<file path="config.mk">
export PLATFORM = sky130hd
export DESIGN_NAME = shift_wb_stage
export DESIGN_NICKNAME = d
export VERILOG_FILES = /design/src/rtl/shift_wb_stage_pkg.sv /design/src/rtl/shift_wb_stage_flags.sv /design/src/rtl/shift_wb_stage.sv
export SDC_FILE = /design/constraint.sdc
export NUM_CORES = 1
export LEC_CHECK = 0
export CAP_MARGIN = 5
export CORE_MARGIN = 2
export CORE_UTILIZATION = 30
export DETAILED_ROUTE_END_ITERATION = 12
export DONT_BUFFER_PORTS = 1
export HOLD_SLACK_MARGIN = 0.02
export PLACE_DENSITY = 0.54
export REMOVE_ABC_BUFFERS = 1
export SLEW_MARGIN = 40
export SYNTH_ARGS = -nofsm -noshare
export SYNTH_HDL_FRONTEND = slang
export SYNTH_HIERARCHICAL = 1
export SYNTH_SLANG_ARGS = --single-unit
</file>
<file path="constraint.sdc">
create_clock -name clk -period 2.4 [get_ports clk]
set_input_delay 0.24 -clock clk [delete_from_list [all_inputs] [get_ports clk]]
set_output_delay 0.24 -clock clk [all_outputs]
set_load 0.01 [all_outputs]
</file>
<file path="src/rtl/shift_wb_stage_pkg.sv">
// Shared definitions for the shifter writeback stage: default widths,
// skid-buffer state encoding and the stored packet layout.
package shift_wb_stage_pkg;

   localparam int DATA_W_DEF = 16;
   localparam int RD_W_DEF   = 3;

   typedef enum logic [1:0] {
      EMPTY = 2'd0,
      ONE   = 2'd1,
      TWO   = 2'd2
   } st_t;

   // Packet layout at the default widths, MSB first: {result, rd, z, n, c, oor}.
   typedef struct packed {
      logic [DATA_W_DEF-1:0] result;
      logic [RD_W_DEF-1:0]   rd;
      logic                  z;
      logic                  n;
      logic                  c;
      logic                  oor;
   } pkt_t;

endpackage

</file>
<file path="src/rtl/shift_wb_stage_flags.sv">
// Combinational result and flag computation for the barrel shifter output:
// out-of-range squash, carry select, zero and negative flags.
module shift_flags
   import shift_wb_stage_pkg::*;
#(
   parameter int DATA_W = DATA_W_DEF
) (
   input  logic [DATA_W-1:0] in_a,
   input  logic [DATA_W-1:0] in_amt,
   input  logic              in_left,
   input  logic [DATA_W-1:0] in_shifted,
   output logic [DATA_W-1:0] out_result,
   output logic              out_z,
   output logic              out_n,
   output logic              out_c,
   output logic              out_oor
);

   localparam int LW = $clog2(DATA_W);

   logic [LW-1:0] w_amt_lo;
   logic [LW-1:0] w_lidx;
   logic [LW-1:0] w_ridx;
   logic          w_oor;

   // Result squash for out-of-range amounts and selection of the last bit shifted out
   always_comb begin
      w_oor    = (in_amt >= DATA_W'(DATA_W));
      w_amt_lo = in_amt[LW-1:0];
      // DATA_W - amt wraps correctly in LW bits for amt in 1..DATA_W-1
      w_lidx   = LW'(DATA_W) - w_amt_lo;
      w_ridx   = w_amt_lo - LW'(1);

      out_oor    = w_oor;
      out_result = w_oor ? '0 : in_shifted;
      if (w_oor || (in_amt == '0)) begin
         out_c = 1'b0;
      end else if (in_left) begin
         out_c = in_a[w_lidx];
      end else begin
         out_c = in_a[w_ridx];
      end
      out_z = (out_result == '0);
      out_n = out_result[DATA_W-1];
   end

endmodule

</file>
<file path="src/rtl/shift_wb_stage.sv">
// Registered writeback stage behind the barrel shifter. Two-slot skid buffer
// (MAIN drives the outputs, SKID absorbs one extra packet) so in_ready is a
// function of registered state only.
module shift_wb_stage
   import shift_wb_stage_pkg::*;
#(
   parameter int DATA_W = DATA_W_DEF,
   parameter int RD_W   = RD_W_DEF
) (
   input  logic              clk,
   input  logic              rst_n,
   input  logic              in_valid,
   output logic              in_ready,
   input  logic [DATA_W-1:0] in_a,
   input  logic [DATA_W-1:0] in_amt,
   input  logic              in_left,
   input  logic [DATA_W-1:0] in_shifted,
   input  logic [RD_W-1:0]   in_rd,
   output logic              out_valid,
   input  logic              out_ready,
   output logic [DATA_W-1:0] out_result,
   output logic [RD_W-1:0]   out_rd,
   output logic              out_z,
   output logic              out_n,
   output logic              out_c,
   output logic              out_oor
);

   localparam int PKT_W = DATA_W + RD_W + 4;

   st_t              r_state;
   st_t              w_next;
   logic [PKT_W-1:0] r_main;
   logic [PKT_W-1:0] r_skid;
   logic [PKT_W-1:0] w_pkt;
   logic [DATA_W-1:0] w_res;
   logic             w_z;
   logic             w_n;
   logic             w_c;
   logic             w_oor;
   logic             w_in_xfer;
   logic             w_out_xfer;

   shift_flags #(.DATA_W(DATA_W)) u_flags (
      .in_a       (in_a),
      .in_amt     (in_amt),
      .in_left    (in_left),
      .in_shifted (in_shifted),
      .out_result (w_res),
      .out_z      (w_z),
      .out_n      (w_n),
      .out_c      (w_c),
      .out_oor    (w_oor)
   );

   assign w_pkt = {w_res, in_rd, w_z, w_n, w_c, w_oor};

   // State register
   always_ff @(posedge clk) begin
      if (!rst_n) begin
         r_state <= EMPTY;
      end else begin
         r_state <= w_next;
      end
   end

   // Next-state: occupancy follows input and output transfers
   always_comb begin
      w_next = r_state;
      case (r_state)
         EMPTY: if (w_in_xfer) w_next = ONE;
         ONE: begin
            if (w_in_xfer && !w_out_xfer) begin
               w_next = TWO;
            end else if (!w_in_xfer && w_out_xfer) begin
               w_next = EMPTY;
            end
         end
         TWO:     if (w_out_xfer) w_next = ONE;
         default: w_next = EMPTY;
      endcase
   end

   // Handshake outputs; in_ready is held low while reset is asserted
   always_comb begin
      in_ready   = rst_n && (r_state != TWO);
      out_valid  = (r_state != EMPTY);
      w_in_xfer  = in_valid && in_ready;
      w_out_xfer = out_valid && out_ready;
   end

   // Slot storage: MAIN is the head of the FIFO, SKID the second entry
   always_ff @(posedge clk) begin
      if (!rst_n) begin
         r_main <= '0;
         r_skid <= '0;
      end else begin
         case (r_state)
            EMPTY: if (w_in_xfer) r_main <= w_pkt;
            ONE: begin
               if (w_in_xfer && w_out_xfer) begin
                  r_main <= w_pkt;
               end else if (w_in_xfer) begin
                  r_skid <= w_pkt;
               end
            end
            TWO:     if (w_out_xfer) r_main <= r_skid;
            default: ;
         endcase
      end
   end

   assign {out_result, out_rd, out_z, out_n, out_c, out_oor} = r_main;

endmodule
</file>
==> results by group, run 1 <==
Setup path
  – Reg-to-Reg End: r_main[22]
  – R2R Path Start: r_state[1]
  – Setup Crit Path Kind: reg -> reg
  – Critical Path RT: 2.62 ns
  – CP peak stage delay: about 0.45 ns
  – R2r worst-path depth: 7
  – Critical Path, Cell by Cell: or2b_1, and3_1, ha_1, and3b_1, or3_1, buf_4, a211oi_2
  – Worst Setup SP: r_state[1]
  – Startpoint Class: flip-flop
  – Family with the most delay on the worst path: simple AND/OR/NAND/NOR gates
  – Crit path capture type: flip-flop
  – Buffers & Inverters on Critical Path: 1
  – Critical Path Fanout Max: 16
  – R2R setup slack: around 0.23 ns
  – CP max-delay cell: dfxtp_1
  – CP Data Arrival Time: approximately 2.4 ns

Floorplanning
  – Initial core utilization: 0.312
  – Die Area: 9880 um^2
  – Row cnt: 34
  – Total core area: slightly below 9000 um^2
  – IO Pins: 81
  – Chip width: 99.4 um
  – Die height: 99.4 um

STA
  – Slew @ Worst Pin: roughly 0.57 ns
  – RSZ-0062 raised after global routing: false
  – Skew final: 0.00607 ns
  – Minimum clock period after layout: roughly 2.2 ns
  – Hold_ws: 0.0721 ns
  – Pins Over Slew Limit: 0
  – Setup Viol. Count Final: 0
  – Hold Fails Final Rpt: 0
  – Slew headroom: 0.620
  – Post-route clock period utilization: 0.904
  – Max Freq: 461 MHz

Clock tree
  – Clk Latency, worst-skew pair: around 0.30 ns
  – CTS-repair resized insts: 0
  – Total CTS buffers: 5
  – Clock slew seen by the registers of the worst setup and hold paths: 0.08 ns
  – CTS tree: done
  – Post-CTS Hold Fix Bufs: 0
  – Setup bufs post-CTS: 0
  – CTS HTree Levels: 2
  – Clock tree sinks: 48
  – CTS max path bufs: 2
  – Root Driver: clkbuf_8

Logic synthesis
  – Ranking of synthesized cells by area: dfxtp_1 35%, a211oi_2 9.2%, mux2i_1 8.4%
  – Synth Area per Inst: 9.32 um^2
  – Top FF cell, synth: dfxtp_1
  – Post-synthesis cell type count: 37
  – YS warnings: 6
  – Most frequent cells after synthesis: 48 x dfxtp_1, 48 x nand2_1, 32 x nor4_1, 23 x a21oi_1, 23 x mux2i_1
  – Register area share after synthesis: 0.352
  – Yosys top cell by area: dfxtp_1
  – Asr flop ratio synth: 0
  – Share of the synthesized area in the top cell type: 0.352
  – Mapped Area: about 2700 um^2
  – Cells after Synth: 293
  – Number of synthesized flops with an enable pin: 0
  – Seq cells post-synth: between 40 and 50

Global route
  – Initial antenna violation count: 0
  – Largest net degree at the start of global routing: 28
  – Gr usage total: 0.134
  – Vias in the first global route: roughly 2000
  – Grt peak-use layer: met2
  – Met2 Usage GRT: 0.229
  – Congestion Overflow GR: 0
  – Global-route wire length before repair: between 10000 and 15000 um
  – Met1 usage: 0.163
  – Met3 usage: 0.0464

Layout
  – Share of layout cells above drive strength 1: 0.185
  – Ant. Diodes: 0
  – Final core occ: 0.328
  – Multi-input combinational cell area: 1580 um^2
  – Area Overhead vs Synth: 5.41%
  – Sequential cell area: roughly 960 um^2
  – Filler Cell Count: between 900 and 1000
  – NumNets Final: 340

Power
  – Leak: approximately 1.1 nW
  – Power density over the cells: about 540 nW/um^2
  – Total Power: 0.00155 W
  – Max IR drop VDD: ~0.22 mV

Drt
  – Drt pass-1 iters: 4
  – Via-to-Cell Ratio: about 5.5
  – # DRC: 0
  – Routed Antenna Nets: 0
  – Via count: between 2000 and 2500
  – 1st-iter DRT viols: 134
  – WL final: 6680 um
  – DR WL/cell: 17.2 um

Hold path
  – Hold Path End: r_skid[5]
  – Worst hold start: in_rd[1]
  – Hold Path Cell Cnt: 2
  – Hold crit path type: in -> reg

Flow run
  – Max cap viols: 0

Status
  – Status: finished clean

Place
  – PortBufs: 0
  – DP Wirelength: around 4500 um
  – Routability cong.: between 0.7 and 0.8
-- report_power, final --
part | internal [W] | switching, W | total [W]
registers | 0.000831 | 0.0000408 | 0.000871
logic | 0.000113 | 0.000113 | 0.000225
clock network | 0.000199 | 0.000256 | 0.000454
-- registers in the layout (all words and copies together), names as in the netlist --
signal   count
r_main      23
r_skid      23
r_state      2
-- final cells by class --
class / instances / area share
multi-input combinational: 209 / 0.550
sequential: 48 / 0.334
tap: 108 / 0.0470
timing repair buffer: 12 / 0.0357
clock buffer: 6 / 0.0252
inverter: 5 / 0.00652
clock inverter: 1 / 0.00174
-- cell families after synthesis --
| family | after synthesis | share of synthesized area |
|---|---|---|
| flops | 48 | 0.352 |
| simple gates | 121 | 0.249 |
| compound gates | 53 | 0.163 |
| buf+inv | 36 | 0.0683 |
| xor+xnor | 1 | 0.00321 |
| mux | 31 | 0.150 |
| fa+ha+maj | 3 | 0.0138 |
-- layer usage --
metal,wire length (um),share of wire
met4,62,0.0093
met2,3190,0.48
met5,0,0
met3,561,0.084
met1,2860,0.43
-- layout by cell type, fill, tap and decap left out, drive strengths merged, types with 3 or more instances in the layout --
cell type  count
nand2         48
dfxtp         48
nor4          33
a211oi        27
a21oi         23
mux2i         23
and2          17
buf           12
mux4           8
clkbuf         6
inv            5
and3b          3
ha             3
and2b          3
-- metrics by stage --
stage | TNS [ns] | setup slack, ns | cell area, um^2 | instances
after floorplan | -22.64 | -0.872 | 2560 | 262
after global placement | 0 | 0.150 | 2800 | 382
after detailed placement | 0 | 0.117 | 2800 | 382
after CTS | 0 | 0.222 | 2880 | 389
after global routing | 0 | 0.0567 | 2880 | 389
final | 0 | 0.231 | 2880 | 389
-- worst max-delay path by stage --
stage / end / slack, ns / cells after the start
final: r_main[22] / 0.23 / 7
after CTS: r_main[22] / 0.22 / 7
after global placement: r_main[1] / 0.15 / 8
after global routing: r_main[13] / 0.06 / 7
after detailed placement: r_main[1] / 0.12 / 8
after floorplan: r_main[16] / -0.87 / 6
(Power assumes the default switching activity.)
==> run 2: changes to the inputs <==
- PLACE_DENSITY: 0.54 -> 0.53
- clock period: 2.4 -> 2.1 ns (I/O delays scaled with it)
==> results by group, run 2 (synthesis gave the netlist of run 1 again) <==
STA
  – Minimum clock period after layout: ~2 ns
  – Min setup slack post-route: around 0.090 ns
  – Max Freq: approximately 500 MHz
  – Skew final: 0.00946 ns
  – Slew @ Worst Pin: 0.535 ns
  – Setup Viol. Count Final: 0
  – Hold_ws: 0.0314 ns
  – Pins Over Slew Limit: 0
  – RSZ-0062 raised after global routing: false
  – Hold Fails Final Rpt: 0
  – Slew headroom: 0.643
  – Post-route clock period utilization: 0.957

Floorplanning
  – Initial core utilization: 0.312
  – Die Area: between 9000 and 10000 um^2
  – IO Pins: between 80 and 90
  – Die height: between 90 and 100 um
  – Total core area: just under 9000 um^2
  – Chip width: between 90 and 100 um
  – Row cnt: 34

Flow run
  – Max cap viols: 0

Global route
  – Initial antenna violation count: 0
  – Congestion Overflow GR: 0
  – Vias in the first global route: ~2200
  – Global-route wire length before repair: ~11000 um
  – Gr usage total: 0.136
  – Largest net degree at the start of global routing: 26

Clock tree
  – Clk Latency, worst-skew pair: 0.31 ns
  – CTS max path bufs: 2
  – CTS tree: done
  – Clock slew seen by the registers of the worst setup and hold paths: roughly 0.09 ns
  – Root Driver: clkbuf_8
  – CTS HTree Levels: 2
  – Setup bufs post-CTS: 0
  – Clock tree sinks: 48
  – Total CTS buffers: 5

Layout
  – NumNets Final: roughly 350
  – Ant. Diodes: 0
  – Final core occ: 0.343
  – Most frequent cells in the layout: 48 x nand2_1, 47 x dfxtp_1, 32 x nor4_1
  – Final Instance Area: roughly 3000 um^2
  – Filler Cell Count: 893
  – Largest regs: r_main (23), r_skid (23), r_state (2)
  – Multi-input combinational cell area: about 1600 um^2
  – Share of layout cells above drive strength 1: 0.218
  – Sequential cell area: between 900 and 1000 um^2
  – Commonest non-fill, non-tap cell in the layout: nand2_1
  – Area Overhead vs Synth: 9.95%

Setup path
  – CP Data Arrival Time: about 2.2 ns
  – CP peak stage delay: around 0.4 ns
  – Crit path capture type: flip-flop
  – Reg-to-Reg End: r_main[13]
  – Critical Path, Cell by Cell: or2b_1, and3_1, ha_1, and3b_1, or3_4, buf_6, a211oi_2
  – Setup Crit Path Kind: reg -> reg
  – R2R setup slack: around 0.090 ns
  – Critical Path RT: about 2.3 ns
  – CP max-delay cell: or3_4
  – Startpoint Class: flip-flop
  – Critical Path Fanout Max: 10
  – R2r worst-path depth: 7
  – R2R Path Start: r_state[1]

Place
  – DP Wirelength: roughly 4700 um
  – Routability cong.: 0.728
  – PortBufs: 0
  – Place WS: -0.144 ns
  – Placed Area: between 2000 and 3000 um^2

Drt
  – DR WL/cell: 16.6 um
  – Drt pass-1 iters: 4
  – # DRC: 0
  – Via-to-Cell Ratio: ~5.4
  – Routed Antenna Nets: 0
  – 1st-iter DRT viols: approximately 120
  – Via count: roughly 2100
  – WL final: 6590 um

Power
  – Leak: about 1.1 nW
  – Max IR drop VDD: around 0.25 mV
  – Power density over the cells: about 660 nW/um^2

Hold path
  – Hold crit path type: in -> reg
  – Hold Path End: r_skid[6]
  – Hold Path Cell Cnt: 2
  – Worst hold start: in_rd[2]

Status
  – Status: finished clean
## run 2: routing by layer
metal / routed length (um) / up-vias / global-route usage
met1: 2760 / 999 / 0.161
met4: 65 / 0 / 0.0316
met3: 598 / 5 / 0.0513
li1: - / 1066 / -
met5: 0 / - / 0
met2: 3170 / 73 / 0.234
## run 2: cell type report
| type | instances | share of cell area |
|---|---|---|
| timing repair buffer | 19 | 0.0563 |
| inverter | 5 | 0.00625 |
| clock inverter | 2 | 0.0129 |
| multi-input combinational | 209 | 0.531 |
| clock buffer | 6 | 0.0275 |
| sequential | 48 | 0.321 |
| tap | 108 | 0.0450 |
## run 2: worst max-delay path by stage
stage	start	end	slack [ns]	cells past startpoint
finish	r_state[1]	r_main[13]	0.09	7
detailed placement	in_amt[0]	r_main[1]	-0.14	8
floorplan	r_state[0]	r_main[16]	-1.17	6
CTS	r_state[1]	r_main[13]	0.02	7
global route	in_amt[0]	r_main[1]	0.004	8
global placement	in_amt[0]	r_main[1]	-0.1	8
## run 2: worst max-delay path: cells and delay by family, from the launching register on
kind	cells	cell delay, ns
flops	1	0.37
simple gates	4	1.01
fa+ha+maj	1	0.19
compound gates	1	0.18
buf+inv	1	0.17
## run 2: timing repair
item / 4_1_cts / 5_1_grt
endpoints found under the setup margin: 5 / 21
resized for setup: 1 / 6
hold buffers: 1 / 0
hold endpoints to repair: 1 / 0
## run 2: power by group
group          internal [W]  switching, W  total (W)
sequential         0.000948     0.0000426   0.000991
clock              0.000389      0.000318   0.000707
combinational      0.000144      0.000134   0.000278
total               0.00148      0.000494    0.00198
## run 2: metrics by stage
stage | instances | power (W) | setup TNS [ns]
after detailed placement | 388 | 0.00129 | -0.144
after floorplan | 262 | 0.00121 | -36.74
after global placement | 388 | 0.00128 | -0.0979
final | 397 | 0.00198 | 0
after global routing | 397 | 0.00207 | 0
after CTS | 397 | 0.00199 | 0
==> run 3: changes to the inputs <==
- CORE_UTILIZATION: 30 -> 40
- PLACE_DENSITY: 0.53 -> 0.63
- SETUP_SLACK_MARGIN: not set -> 0.2
- SKIP_CTS_REPAIR_TIMING: not set -> 1
==> results by group, run 3 (synthesis gave the netlist of run 1 again) <==
Setup path
  – R2r worst-path depth: 7
  – Startpoint Class: flip-flop
  – Critical Path RT: ~2.3 ns
  – Setup Crit Path Kind: reg -> reg
  – Critical Path Fanout Max: 6
  – CP Data Arrival Time: about 2.2 ns
  – Crit path capture type: flip-flop

STA
  – Max Freq: around 500 MHz
  – Skew final: approximately 0.0029 ns
  – Setup Viol. Count Final: 0
  – Slew headroom: 0.471
  – Hold_ws: 0.0406 ns
  – Pins Over Slew Limit: 0
  – Min setup slack post-route: ~0.11 ns
  – Post-route clock period utilization: 0.949
  – Setup TNS: 0 ns
  – RSZ-0062 raised after global routing: true
  – Minimum clock period after layout: about 2 ns
  – Slew @ Worst Pin: about 0.79 ns
  – Hold Fails Final Rpt: 0

Layout
  – Largest regs: r_main (23), r_skid (23), r_state (2)
  – Commonest non-fill, non-tap cell in the layout: nand2_1
  – Final Instance Area: between 3000 and 4000 um^2
  – Area Overhead vs Synth: 11.5%
  – Share of layout cells above drive strength 1: 0.244
  – Most frequent cells in the layout: 47 x nand2_1, 46 x dfxtp_1, 32 x nor4_1
  – Ant. Diodes: 0
  – NumNets Final: 350
  – Filler Cell Count: 650

Power
  – Leak: roughly 1.2 nW
  – Total Power: around 0.0019 W
  – Max IR drop VDD: ~0.28 mV
  – Power density over the cells: slightly above 600 nW/um^2

Floorplanning
  – Die height: approximately 87 um
  – Initial core utilization: 0.409
  – Die Area: 7500 um^2
  – Row cnt: 30
  – IO Pins: between 80 and 90
  – Chip width: slightly below 90 um
  – Total core area: 6680 um^2

Global route
  – Congestion Overflow GR: 0
  – Initial antenna violation count: 0
  – Vias in the first global route: roughly 2100
  – Largest net degree at the start of global routing: 29
  – Global-route wire length before repair: 9990 um
  – Gr usage total: 0.168

Drt
  – 1st-iter DRT viols: between 80 and 90
  – Routed Antenna Nets: 0
  – WL final: roughly 6400 um
  – Via count: ~2200
  – DR WL/cell: around 17 um
  – Drt pass-1 iters: 6
  – # DRC: 0
  – Via-to-Cell Ratio: 5.80

Clock tree
  – CTS tree: done
  – Clk Latency, worst-skew pair: ~0.30 ns
  – Root Driver: clkbuf_8
  – Total CTS buffers: 5
  – CTS max path bufs: 2
  – Clock tree sinks: 48
  – CTS HTree Levels: 2
  – Clock slew seen by the registers of the worst setup and hold paths: approximately 0.08 ns

Status
  – Status: finished clean

Place
  – PortBufs: 0
  – Routability cong.: about 0.75
  – DP Wirelength: around 4200 um
  – Place WS: -0.130 ns
  – Placed Area: roughly 2800 um^2

Flow run
  – Max cap viols: 0

Hold path
  – Hold Path Cell Cnt: 2
  – Hold crit path type: in -> reg
==> run 3: cell types whose count changed in the layout (fill, tap and decap cells not counted), sizes merged <==
| cell | previous run | this run |
|---|---|---|
| dlygate4sd3 | 1 | 0 |
| buf | 18 | 20 |
| inv | 5 | 4 |
| bufinv | 1 | 0 |
| clkbuf | 6 | 9 |
==> run 3: where the power goes <==
part	total, W	switching [W]	internal, W	leakage, nW
clock network	0.000584	0.000290	0.000293	0.0503
logic	0.000307	0.000142	0.000165	0.710
registers	0.000992	0.0000427	0.000950	0.391
total	0.00188	0.000475	0.00141	1.15
==> run 3: layer usage <==
metal	vias up	track usage	wire, um
li1	1072	-	-
met1	999	0.195	2670
met2	73	0.290	3080
met3	9	0.0590	542
met4	0	0.0511	106
met5	-	0	0
==> run 3: cell type report <==
| type | count | area [um^2] | area share |
|---|---|---|---|
| multi-input combinational | 209 | 1620 | 0.533 |
| sequential | 48 | 963 | 0.317 |
| clock buffer | 7 | 96.3 | 0.0317 |
| tap | 80 | 100 | 0.0329 |
| inverter | 5 | 18.8 | 0.00617 |
| timing repair buffer | 22 | 241 | 0.0794 |
==> run 3: final timing paths <==
check	start	end	slack [ns]
setup / recovery	r_state[1]	r_main[3]	0.11
hold / removal	in_rd[0]	r_skid[4]	0.04
setup reg to reg	r_state[1]	r_main[3]	0.11
hold reg to reg	r_skid[13]	r_skid[13]	0.45
==> run 3: stage by stage <==
step,utilization,instances
6_report,0.455,371
5_1_grt,0.455,371
4_1_cts,0.437,365
3_5_place_dp,0.422,358
3_3_place_gp,0.422,358
2_1_floorplan,-,262
==> run 3: worst max-delay path, cell delays in order (launching register included) <==
cell,delay (ns)
dfxtp_2,0.36
or2b_1,0.24
and3_4,0.16
ha_4,0.14
and3b_1,0.16
or3_4,0.45
clkbuf_16,0.19
a211oi_2,0.20
